--- config.mk ---
export PLATFORM = sky130hd
export DESIGN_NAME = a25_wishbone_post_buf
export DESIGN_NICKNAME = d
export VERILOG_FILES = /design/src/rtl/a25_wishbone_post_buf.sv
export SDC_FILE = /design/constraint.sdc
export NUM_CORES = 1
export LEC_CHECK = 0
export ABC_AREA = 1
export CAP_MARGIN = 20
export CORE_ASPECT_RATIO = 2
export CORE_MARGIN = 2
export CORE_UTILIZATION = 55
export CTS_CLUSTER_DIAMETER = 200
export DETAILED_ROUTE_END_ITERATION = 8
export GPL_TIMING_DRIVEN = 0
export PLACE_DENSITY_LB_ADDON = 0.15
export SLEW_MARGIN = 20
export SYNTH_ARGS = -nofsm -noshare
export SYNTH_HDL_FRONTEND = slang
export SYNTH_SLANG_ARGS = --single-unit
export TNS_END_PERCENT = 5
--- constraint.sdc ---
create_clock -name clk -period 26.7 [get_ports clk]
set_input_delay 5.34 -clock clk [delete_from_list [all_inputs] [get_ports clk]]
set_output_delay 5.34 -clock clk [all_outputs]
set_load 0.01 [all_outputs]
--- src/rtl/a25_wishbone_post_buf.sv ---
// Posted-write buffer between an Amber core port and the wishbone arbiter: writes are queued and acked at once, reads wait for the queue to drain.
// Optional macro A25_WBUF_STALL_CNT_EN adds o_stall_cnt, a saturating count of cycles a write is stalled on a full queue.
module a25_wishbone_post_buf #(
    parameter int DATA_W = 128,
    parameter int ADDR_W = 32,
    parameter int DEPTH  = 4
) (
    input  logic                clk,
    input  logic                reset,
    input  logic                i_req,
    input  logic                i_write,
    input  logic [DATA_W-1:0]   i_wdata,
    input  logic [DATA_W/8-1:0] i_be,
    input  logic [ADDR_W-1:0]   i_addr,
    output logic [DATA_W-1:0]   o_rdata,
    output logic                o_ack,
    output logic                o_valid,
    input  logic                i_accepted,
    output logic                o_write,
    output logic [DATA_W-1:0]   o_wdata,
    output logic [DATA_W/8-1:0] o_be,
    output logic [ADDR_W-1:0]   o_addr,
    input  logic [DATA_W-1:0]   i_rdata,
    input  logic                i_rdata_valid,
    output logic                o_empty
`ifdef A25_WBUF_STALL_CNT_EN
    ,
    output logic [15:0]         o_stall_cnt
`endif
);

    localparam int BE_W  = DATA_W / 8;
    localparam int CNT_W = $clog2(DEPTH + 1);
    localparam int PTR_W = $clog2(DEPTH);

    typedef enum logic {
        IDLE,
        RD_WAIT
    } state_t;

    state_t             state;
    state_t             state_next;
    logic [CNT_W-1:0]   count;
    logic [PTR_W-1:0]   rd_ptr;
    logic [PTR_W-1:0]   wr_ptr;

    logic [ADDR_W-1:0]  addr_mem  [DEPTH];
    logic [DATA_W-1:0]  wdata_mem [DEPTH];
    logic [BE_W-1:0]    be_mem    [DEPTH];

    logic full;
    logic empty;
    logic idle;
    logic push;
    logic pop;
    logic read_issue;

    assign full       = (count == CNT_W'(DEPTH));
    assign empty      = (count == '0);
    assign idle       = (state == IDLE);
    assign push       = i_req & i_write & ~full & idle;
    assign pop        = o_valid & i_accepted & ~empty;
    assign read_issue = i_req & ~i_write & empty & idle;
    assign o_rdata    = i_rdata;
    assign o_empty    = empty & idle;

    // Control state: occupancy, pointers and read-tracking FSM
    always_ff @(posedge clk or posedge reset) begin
        if (reset) begin
            count  <= '0;
            rd_ptr <= '0;
            wr_ptr <= '0;
            state  <= IDLE;
        end else begin
            state <= state_next;
            if (push) begin
                wr_ptr <= wr_ptr + PTR_W'(1);
            end
            if (pop) begin
                rd_ptr <= rd_ptr + PTR_W'(1);
            end
            case ({push, pop})
                2'b10:   count <= count + CNT_W'(1);
                2'b01:   count <= count - CNT_W'(1);
                default: count <= count;
            endcase
        end
    end

    // Queue storage carries data only, so it needs no reset
    always_ff @(posedge clk) begin
        if (push) begin
            addr_mem[wr_ptr]  <= i_addr;
            wdata_mem[wr_ptr] <= i_wdata;
            be_mem[wr_ptr]    <= i_be;
        end
    end

    always_comb begin
        state_next = state;
        o_ack      = push;
        o_valid    = 1'b0;
        o_write    = 1'b1;
        o_addr     = addr_mem[rd_ptr];
        o_wdata    = wdata_mem[rd_ptr];
        o_be       = be_mem[rd_ptr];
        case (state)
            IDLE: begin
                if (!empty) begin
                    o_valid = 1'b1;
                end else if (read_issue) begin
                    o_valid = 1'b1;
                    o_write = 1'b0;
                    o_addr  = i_addr;
                    o_wdata = i_wdata;
                    o_be    = {BE_W{1'b1}};
                    if (i_accepted) begin
                        state_next = RD_WAIT;
                    end
                end
            end
            RD_WAIT: begin
                if (i_rdata_valid) begin
                    o_ack      = 1'b1;
                    state_next = IDLE;
                end
            end
            default: state_next = IDLE;
        endcase
    end

`ifdef A25_WBUF_STALL_CNT_EN
    always_ff @(posedge clk or posedge reset) begin
        if (reset) begin
            o_stall_cnt <= '0;
        end else if (i_req && i_write && full && (o_stall_cnt != 16'hffff)) begin
            o_stall_cnt <= o_stall_cnt + 16'd1;
        end
    end
`endif

endmodule

; Yosys cells after proc, flatten, opt, wreduce, memory -nomap -nowiden
; Memory sizes are Yosys's and may differ from the RTL's.
; Index checks and enable logic that the tools add are counted.
[word_totals]
reg_bits = 8
latchBits = 0
mem_bits_rw = 704
mem_bits_ro = 0
out_inout_bits = 308
word_cells = 54
memories = 3
[classes]
n_addsub = 4
mul = 0
div = 0
n_lt_le_gt_ge = 0
n_eq_ne = 3
n_shift = 0
mux = 25
bitwise = 13
reduce_logical = 2
[memory_table]
columns = name, words, width, rd, rd_clocked_by_memory_dff, write_ports, line
row1 = wdata_mem, 4, 128, 1, 0, 1, 48  ; logic [DATA_W-1:0] wdata_mem [DEPTH];
row2 = addr_mem, 4, 32, 1, 0, 1, 47  ; logic [ADDR_W-1:0] addr_mem [DEPTH];
row3 = be_mem, 4, 16, 1, 0, 1, 49  ; logic [BE_W-1:0] be_mem [DEPTH];
[op_table]
columns = op, count
row1 = 128-bit 2-to-1 mux, 3
row2 = 32-bit 2-to-1 mux, 3
row3 = 16-bit 2-to-1 mux, 3
row4 = 1-bit 2-to-1 mux, 14
row5 = 1-bit bitwise AND, 9
row6 = 3-bit one-hot mux with 2 select lines, 1
row7 = "2-bit by 1-bit adder with 2-bit output, second input constant", 2
row8 = 1-bit inverter, 4
row9 = "3-bit by 1-bit adder with 3-bit output, second input constant", 1
row10 = "3-bit == test, second input constant", 1
row11 = 3-bit logical NOT, 1
row12 = "3-bit by 1-bit subtractor with 3-bit output, second input constant", 1
row13 = "2-bit by 1-bit == test with 1-bit output, second input constant", 1
row14 = "2-bit == test, second input constant", 1
row15 = 1-bit one-hot mux with 2 select lines, 1
row16 = 2-bit nonzero test, 1

; Longest topological paths before layout
; Gate-level depths: netlist of run 1.
[logic_depth]
word_depth = 11
mapped_depth = 11
depth_no_buf = 11

; Worst setup path before layout of run 1
; No wires, ideal clock.
[synth_path]
kind = input-to-reg
start = input port i_write
end = memory addr_mem[0][0] (enable)
setup_time_ns = 0.715
arrival_ns = 13.152
required_ns = 25.985
path_slack_ns = 12.833
path_stages = 4
n_path_buf = 0
cell_sequence = inv_1 > nor3_1 > nand2_1 > nor2_1
[synth_between]
elab_chain_cells = 5
[synth_lines]
columns = element, line
row1 = from (decl), 11  ; input logic i_write,
row2 = 1-bit bitwise AND (3 in a row), 61  ; assign push = i_req & i_write & ~full & idle;
row3 = 1-bit 2-to-1 mux, 92  ; if (push) begin
row4 = 1-bit 2-to-1 mux (not written as such), 93  ; addr_mem[wr_ptr] <= i_addr;
row5 = to (decl), 47
; Every way passes these cells.

; Worst setup path after layout of run 1
[layout_path]
start = input port i_req
end = output port o_addr[3]
[layout_between]
elab_chain_cells = 6
[layout_lines]
columns = element, line
row1 = from (decl), 10  ; input logic i_req,
row2 = 1-bit bitwise AND (3 in a row), 63  ; assign read_issue = i_req & ~i_write & empty & idle;
row3 = 32-bit 2-to-1 mux, 111  ; end else if (read_issue) begin
row4 = 32-bit 2-to-1 mux, 109  ; if (!empty) begin
row5 = 32-bit 2-to-1 mux, 107  ; case (state)
row6 = to (decl), 22  ; output logic [ADDR_W-1:0] o_addr,
; Every way passes these cells.

==> results of run 1 <==
## final timing paths
| check | endpoint | startpoint | cells after the start | slack, ps |
|---|---|---|---|---|
| worst min-delay path | wr_ptr[1]$_DFFE_PP0P_ | wr_ptr[1]$_DFFE_PP0P_ | 2 | 540 |
| worst min register to register | wr_ptr[1]$_DFFE_PP0P_ | wr_ptr[1]$_DFFE_PP0P_ | 2 | 540 |
| worst max-delay path | o_addr[3] | i_req | 9 | 13420 |
| worst max register to register | wdata_mem[0][106]$_DFFE_PP_ | state$_DFF_PP0_ | 8 | 23580 |
| max in group asynchronous | state$_DFF_PP0_ | reset | 2 | 21440 |
| min in group asynchronous | rd_ptr[0]$_DFFE_PP0P_ | reset | 2 | 5000 |
## synthesized netlist by cell type, drive strengths merged
cell type,n
dfrtp,8
clkbuf,27
nand4,1
inv,664
nor3,1
nand2,1295
ha,5
xnor2,2
fa,1
nor2,72
o21ai,36
buf,254
edfxtp,704
xor2,2
nand3,340
## final cells by class
cell class                 instances  area share
sequential                       712       0.510
multi-input combinational       1755       0.177
timing repair buffer             531       0.143
inverter                         664      0.0596
buffer                           281      0.0439
clock buffer                      68      0.0361
tap                              774      0.0232
clock inverter                    35     0.00709
## report_power, final
group          switching (mW)  internal (mW)
combinational            1.15          0.757
clock                   0.385          0.450
sequential             0.0259           1.35
total                    1.56           2.56
## state kept, by name, indices dropped and copies added (netlist names)
name / cells
addr_mem: 128
be_mem: 64
count: 3
rd_ptr: 2
state: 1
wdata_mem: 512
wr_ptr: 2
## cell families after synthesis
kind of cell / count (synthesis) / share of synthesized area
AO/OA/AOI/OAI: 36 / 0.00545
XOR/XNOR: 4 / 0.00106
adder cells (fa/ha/maj): 6 / 0.00250
buffers and inverters: 945 / 0.131
flip-flops: 712 / 0.646
AND/OR/NAND/NOR: 1709 / 0.214
## worst min-delay path: stages, from the launching register on
cell and delay (ps):
dfrtp_1 400, nand2_1 70, nand2_1 50
## stage by stage
| stage | cells | power [mW] | cell area (µm²) |
|---|---|---|---|
| 2_1_floorplan | 3412 | 2.36 | 33100 |
| 3_3_place_gp | 4675 | 3.29 | 38900 |
| 3_5_place_dp | 4717 | 3.30 | 40000 |
| 4_1_cts | 4820 | 4.13 | 41800 |
| 5_1_grt | 4820 | 4.33 | 41800 |
| 6_report | 4820 | 4.12 | 41800 |
## layer usage
layer  GRT usage  wire length (µm)
met1       0.318             31200
met4       0.144              4890
met5           0                92
met2       0.551             49900
met3      0.0851              9440
==> impl_metrics.json, run 1 <==
{
  "ys_seq_area_frac": 0.646,
  "ctsResizeCount": 0,
  "finalCritPeriodShare": 0.497,
  "wl_per_cell_um": 19.8,
  "ys_warn_count": 0,
  "synthCells": 3412,
  "setup_viol": 0,
  "antenna_found_initial": 11,
  "fin_nets": 4319,
  "fin_ws_ps": 13420,
  "synth_top_area_frac": 0.640,
  "hold_ws_ps": 542,
  "synth_cell_types": 25,
  "port_buffers": 489,
  "drt_first_iter_violations": 1983,
  "crit_arrival_ps": 7940,
  "drv_slew": 0,
  "relSlewSlack": 0.559,
  "cts_hold_buf": 0,
  "cts_setup_buffers": 0,
  "insertedDiodeCount": 0,
  "dp_hpwl_um": 69600,
  "cpPeakStageDelay_ps": 500,
  "cts_inserted_buffers": 58,
  "drtPass1Iterations": 5,
  "ant_nets": 0,
  "utilization": 0.700,
  "vias": 24300,
  "root_buffer": "clkbuf_16",
  "ys_ff_latch": 712,
  "clkLatencyLatePin_ps": 630,
  "grt_first_pass_wirelength_um": 139000,
  "cts_tree": "yes",
  "die_h_um": 351,
  "multi_input_area_mm2": 0.00741,
  "fill_cells": 4400,
  "area_growth_pct": 26.6,
  "avgSynthCellArea_um2": 9.69,
  "post-route-drc-count": 0,
  "p_leak_nw": 18.9,
  "finClkSkew_ps": 33.0,
  "maxCapViolations": 0,
  "via_per_inst": 5.05,
  "finalHoldViolations": 0,
  "peakVddDrop_uv": 80.6,
  "final_cell_mix": "nand2_1, edfxtp_1, inv_1, clkdlybuf4s50_1, nand3_1",
  "tns_ps": 0,
  "grt_pass1_vias": 23800,
  "crit_path_max_fanout": 10,
  "crit_buf_inv": 5,
  "path_cells": "clkdlybuf4s50_1, inv_2, nor2_1, nand4_2, buf_2, buf_2, nand2_1, nand2_1, clkdlybuf4s50_1",
  "critPathLaunchType": "input pin",
  "final_common_cell": "nand2_1",
  "syn_area_mm2": 0.0331,
  "rows": 127,
  "cts_buffer_depth": 3,
  "start_util": 0.553,
  "preCtsSetupSlack_ps": 13430,
  "cts_sinks": 712,
  "rsz0062_at_grt": "false",
  "drive_gt1_frac": 0.113,
  "fmaxAchievable_ghz": 0.0753,
  "finalWeightedCongestion": 0.824,
  "cp-end-kind": "primary output",
  "critical_path.top_delay_family": "buffers and inverters",
  "cts_htree_levels": 2,
  "fp.dieArea_mm2": 0.0622,
  "cp.required_ps": 21360,
  "wl_um": 95400,
  "clkTransAtPathRegs_ps": 80,
  "core_mm2": 0.0597,
  "path_class": "in2out",
  "cpMaxStageDelayCell": "clkdlybuf4s50_1",
  "p_per_area_mw_per_mm2": 98.4,
  "die_w_um": 177,
  "hold_path.class": "reg2reg",
  "overflow": 0,
  "ys_top_cells_by_area": "edfxtp_1, nand2_1, inv_1",
  "ios": 618,
  "synth.net_count": 3728,
  "grt_max_degree": 24,
  "grt_use_total": 0.303,
  "synth_area_leader_cell": "edfxtp_1",
  "status": "complete, no violations",
  "period_minus_slack_ps": 13280,
  "regArea_mm2": 0.0213,
  "worst_pin_slew_ps": 662
}
Note: power is estimated with default switching activity, not from simulation.
==> run 2, diff against run 1 <==
--- a/config.mk
+++ b/config.mk
@@ -9,7 +9,7 @@
 export CAP_MARGIN = 20
 export CORE_ASPECT_RATIO = 2
 export CORE_MARGIN = 2
-export CORE_UTILIZATION = 55
+export CORE_UTILIZATION = 48
 export CTS_CLUSTER_DIAMETER = 200
 export DETAILED_ROUTE_END_ITERATION = 8
 export GPL_TIMING_DRIVEN = 0
==> constraint.sdc (replaced) <==
create_clock -name clk -period 12.15 [get_ports clk]
set_input_delay 2.43 -clock clk [delete_from_list [all_inputs] [get_ports clk]]
set_output_delay 2.43 -clock clk [all_outputs]
set_load 0.01 [all_outputs]
==> impl_metrics.json, run 2 (synthesized netlist as in run 1, its figures left out) <==
{
  "whs_endpoint": "wr_ptr[1]$_DFFE_PP0P_",
  "root_buffer": "clkbuf_16",
  "wl_per_cell_um": 17.8,
  "fp.dieArea_mm2": 0.0711,
  "maxCapViolations": 0,
  "cts_hold_buf": 0,
  "wl_um": 88200,
  "ctsResizeCount": 0,
  "start_util": 0.483,
  "relSlewSlack": 0.570,
  "antenna_found_initial": 14,
  "grt_pass1_vias": 23100,
  "grt_first_pass_wirelength_um": 132000,
  "vias": 23900,
  "finalCritPeriodShare": 0.608,
  "r2r_cells": 8,
  "cts_inserted_buffers": 60,
  "post-route-drc-count": 0,
  "regToRegSetupSlack_ps": 9280,
  "worst_pin_slew_ps": 643,
  "fin_nets": 4318,
  "comb_power_share": 0.446,
  "final_common_cell": "nand2_1",
  "drtPass1Iterations": 5,
  "cts_htree_levels": 2,
  "cts_sinks": 712,
  "holdCritStartpoint": "wr_ptr[1]$_DFFE_PP0P_",
  "min_delay_path_depth": 2,
  "grt_use_total": 0.243,
  "clkLatencyLatePin_ps": 630,
  "cts_setup_buffers": 0,
  "clkPwrFrac": 0.221,
  "via_per_inst": 4.82,
  "regMostFlops": "wdata_mem",
  "fill_cells": 5638,
  "r2r-end": "wdata_mem[2][94]$_DFFE_PP_",
  "path_cells": "clkdlybuf4s50_1, inv_2, nor2_1, nand4_2, buf_2, buf_2, nand2_1, nand2_1, clkdlybuf4s50_1",
  "hold_path.class": "reg2reg",
  "port_buffers": 489,
  "ios": 618,
  "switching_share": 0.365,
  "cpPeakStageDelay_ps": 510,
  "hold_ws_ps": 535,
  "drv_slew": 0,
  "p_sw_mw": 3.31,
  "ant_nets": 0,
  "period_minus_slack_ps": 7390,
  "peakVddDrop_uv": 179,
  "dp.cells": 4837,
  "final_cell_mix": "nand2_1, edfxtp_1, inv_1, clkdlybuf4s50_1, nand3_1",
  "crit_start": "i_req",
  "cpMaxStageDelayCell": "clkdlybuf4s50_1",
  "die_w_um": 190,
  "setup_viol": 0,
  "finalWeightedCongestion": 0.774,
  "rsz0062_at_grt": "false",
  "path_class": "in2out",
  "cts_tree": "yes",
  "cp.required_ps": 9720,
  "largest_register_ffs": 512,
  "p_per_area_mw_per_mm2": 216,
  "r2r-start": "state$_DFF_PP0_",
  "clkTransAtPathRegs_ps": 60,
  "cp-end-kind": "primary output",
  "pwr-share-seq": 0.333,
  "critPathLaunchType": "input pin",
  "p_leak_nw": 18.9,
  "die_h_um": 375,
  "finClkSkew_ps": 20.3,
  "instances_no_fill": 4952,
  "cts_buffer_depth": 3,
  "drt_first_iter_violations": 1525,
  "largestRegisters": "wdata_mem (512), addr_mem (128), be_mem (64)",
  "core_mm2": 0.0684,
  "crit_path_max_fanout": 10,
  "finalHoldViolations": 0,
  "crit_arrival_ps": 4960,
  "dp_hpwl_um": 61200,
  "intPower_mw": 5.76,
  "area_growth_pct": 27.4,
  "status": "complete, no violations",
  "grt_max_degree": 24,
  "drive_gt1_frac": 0.114,
  "overflow": 0,
  "fmaxAchievable_ghz": 0.135,
  "rows": 136
}
## run 2: cell count changes in the layout (fill, tap and decap cells not counted)
cell,delta
clkinv_4,-1
diode_2,+4
buf_8,-1
inv_6,+1
buf_12,+7
clkbuf_16,+2
clkinv_1,+2
clkbuf_1,-1
clkinv_2,-1
buf_16,-9
bufinv_16,+6
## run 2: power by group through the flow
stage               registers (mW)  clock network (mW)  logic (mW)
finish                        3.02                2.01        4.05
global route                  3.03                2.14        4.44
CTS                           3.02                2.05        4.08
detailed placement            3.07                   0        4.06
global placement              3.21                   0        3.91
floorplan                     3.14                   0        2.06
## run 2: per-stage QoR
step | instance area, µm² | utilization | setup WS (ps) | total power, mW | setup TNS [ps]
after CTS | 42100 | 0.615 | 4730 | 9.15 | 0
after detailed placement | 40100 | 0.586 | 4740 | 7.13 | 0
after global placement | 39100 | 0.571 | -5890 | 7.12 | -3962330
after floorplan | 33100 | - | 1190 | 5.20 | 0
after global routing | 42100 | 0.615 | 4620 | 9.61 | 0
final | 42100 | 0.615 | 4760 | 9.08 | 0
## run 2: routing by layer
layer / GRT usage / up-vias / wire length [µm] / share of wire
met2: 0.412 / 871 / 42900 / 0.49
met5: 0 / - / 127 / 0.0014
li1: - / 11700 / - / -
met3: 0.0550 / 113 / 7730 / 0.088
met4: 0.0606 / 18 / 1710 / 0.019
met1: 0.316 / 11200 / 35700 / 0.40
## run 2: cell type report
cell class | count | area [µm²] | share of cell area
Antenna cell | 4 | 10.0 | 0.000238
Buffer | 281 | 1840 | 0.0436
Clock buffer | 69 | 1560 | 0.0370
Clock inverter | 42 | 479 | 0.0114
Inverter | 664 | 2490 | 0.0592
Multi-Input combinational cell | 1755 | 7410 | 0.176
Sequential cell | 712 | 21300 | 0.507
Tap cell | 897 | 1120 | 0.0267
Timing Repair Buffer | 528 | 5850 | 0.139
## run 2: worst max-delay path by stage
stage | to | slack (ps) | depth (start not counted)
floorplan | addr_mem[0][0]$_DFFE_PP_ | 1190 | 4
global placement | wdata_mem[1][92]$_DFFE_PP_ | -5890 | 5
detailed placement | o_wdata[107] | 4740 | 9
CTS | o_wdata[51] | 4730 | 9
global route | o_wdata[106] | 4620 | 9
finish | o_wdata[51] | 4760 | 9
## run 2: critical path, delay by kind of cell
family,cells,cell delay (ps)
AND/OR/NAND/NOR,4,760
buffers and inverters,5,1750
==> run 3, diff against run 2 <==
==> constraint.sdc (replaced) <==
create_clock -name clk -period 6 [get_ports clk]
set_input_delay 1.2 -clock clk [delete_from_list [all_inputs] [get_ports clk]]
set_output_delay 1.2 -clock clk [all_outputs]
set_load 0.01 [all_outputs]
==> impl_metrics.json, run 3 (synthesized netlist as in run 1, its figures left out) <==
{
  "die_h_um": 375,
  "met2_usage": 0.416,
  "drt_first_iter_violations": 1678,
  "hold_path.class": "reg2reg",
  "via_per_inst": 4.82,
  "switching_share": 0.367,
  "cts_sinks": 712,
  "p_sw_mw": 6.67,
  "instances_no_fill": 4953,
  "critPathLaunchType": "input pin",
  "wl_per_cell_um": 17.8,
  "dp.cells": 4838,
  "crit_start": "i_req",
  "met1_usage": 0.306,
  "fin_ws_ps": 1030,
  "wl_um": 88200,
  "status": "complete, no violations",
  "ant_nets": 0,
  "period_minus_slack_ps": 4970,
  "grt_use_total": 0.244,
  "fmaxAchievable_ghz": 0.201,
  "setup_viol": 0,
  "port_buffers": 489,
  "dp_hpwl_um": 61900,
  "peakVddDrop_uv": 343,
  "grt_pass1_vias": 23400,
  "largestRegisters": "wdata_mem (512), addr_mem (128), be_mem (64)",
  "maxCapViolations": 0,
  "vias": 23900,
  "busiest_layer": "met2",
  "rsz0062_at_grt": "false",
  "p_per_area_mw_per_mm2": 433,
  "die_w_um": 190,
  "intPower_mw": 11.5,
  "grt_first_pass_wirelength_um": 132000,
  "worst_pin_slew_ps": 665,
  "pwr-share-seq": 0.336,
  "relSlewSlack": 0.556,
  "ios": 618,
  "ctsResizeCount": 0,
  "finalPower_mw": 18.2,
  "final_cell_mix": "nand2_1, edfxtp_1, inv_1, clkdlybuf4s50_1, nand3_1",
  "cts_htree_levels": 2,
  "regMostFlops": "wdata_mem",
  "cts_hold_buf": 0,
  "finalHoldViolations": 0,
  "overflow": 0,
  "fp.dieArea_mm2": 0.0711,
  "finClkSkew_ps": 15.5,
  "drtPass1Iterations": 5,
  "crit_arrival_ps": 3770,
  "clkPwrFrac": 0.212,
  "drv_slew": 0,
  "cts_buffer_depth": 3,
  "finalCritPeriodShare": 0.828,
  "cts_tree": "yes",
  "drive_gt1_frac": 0.113,
  "grt_max_degree": 24,
  "post-route-drc-count": 0,
  "largest_register_ffs": 512,
  "preCtsSetupSlack_ps": 994,
  "antenna_found_initial": 19,
  "p_leak_nw": 18.9,
  "cp-end-kind": "primary output",
  "cts_setup_buffers": 0,
  "area_growth_pct": 27.2,
  "final_common_cell": "nand2_1",
  "root_buffer": "clkbuf_16",
  "fin_nets": 4317,
  "rows": 136,
  "crit_path_max_fanout": 10,
  "comb_power_share": 0.451,
  "holdCritStartpoint": "wr_ptr[1]$_DFFE_PP0P_",
  "finalWeightedCongestion": 0.783,
  "start_util": 0.483,
  "cts_inserted_buffers": 58,
  "cp.required_ps": 4800,
  "clkTransAtPathRegs_ps": 70,
  "clkLatencyLatePin_ps": 610,
  "r2r-start": "state$_DFF_PP0_",
  "core_mm2": 0.0684,
  "grt_use_met3": 0.0599,
  "path_class": "in2out",
  "tns_ps": 0
}
-- run 3: critical path, cell delays in order --
cell	delay [ps]
clkdlybuf4s50_1	470
inv_2	40
nor2_1	220
nand4_2	350
buf_2	420
buf_2	300
nand2_1	100
nand2_1	120
clkdlybuf4s50_1	510
-- run 3: path summary, 6_finish.rpt --
| kind | to | slack (ps) | cells after the start |
|---|---|---|---|
| worst max-delay path | o_wdata[56] | 1030 | 9 |
| worst min-delay path | wr_ptr[1]$_DFFE_PP0P_ | 540 | 2 |
| worst max register to register | wdata_mem[3][91]$_DFFE_PP_ | 2920 | 8 |
| worst min register to register | wr_ptr[1]$_DFFE_PP0P_ | 540 | 2 |
| max in group asynchronous | count[2]$_DFFE_PP0P_ | 4890 | 2 |
| min in group asynchronous | wr_ptr[0]$_DFFE_PP0P_ | 850 | 2 |
-- run 3: cell type report --
cell class | count | area (µm²)
antenna | 8 | 20.0
multi-input combinational | 1755 | 7410
tap | 897 | 1120
sequential | 712 | 21300
inverter | 664 | 2490
buffer | 281 | 1840
clock buffer | 72 | 1570
timing repair buffer | 529 | 5900
clock inverter | 35 | 347
fill | 5483 | 26400
-- run 3: through the flow --
stage / instance area (µm²) / hold slack (ps) / util
detailed placement: 40100 / 528 / 0.586
CTS: 42000 / 548 / 0.614
global route: 42000 / 589 / 0.614
global placement: 39100 / 511 / 0.571
finish: 42000 / 543 / 0.615
floorplan: 33100 / 492 / -
-- run 3: power groups by stage --
stage,registers (mW),logic (mW),clock network (mW)
3_5_place_dp,6.22,8.23,0
2_1_floorplan,6.29,4.17,0
5_1_grt,6.15,8.99,4.11
6_report,6.11,8.21,3.86
4_1_cts,6.11,8.29,3.93
3_3_place_gp,6.37,7.93,0
-- run 3: metal layers --
layer,wire (µm),vias up
met5,191,-
met4,2470,28
met3,8120,162
met2,42800,921
met1,34500,11100
li1,-,11700
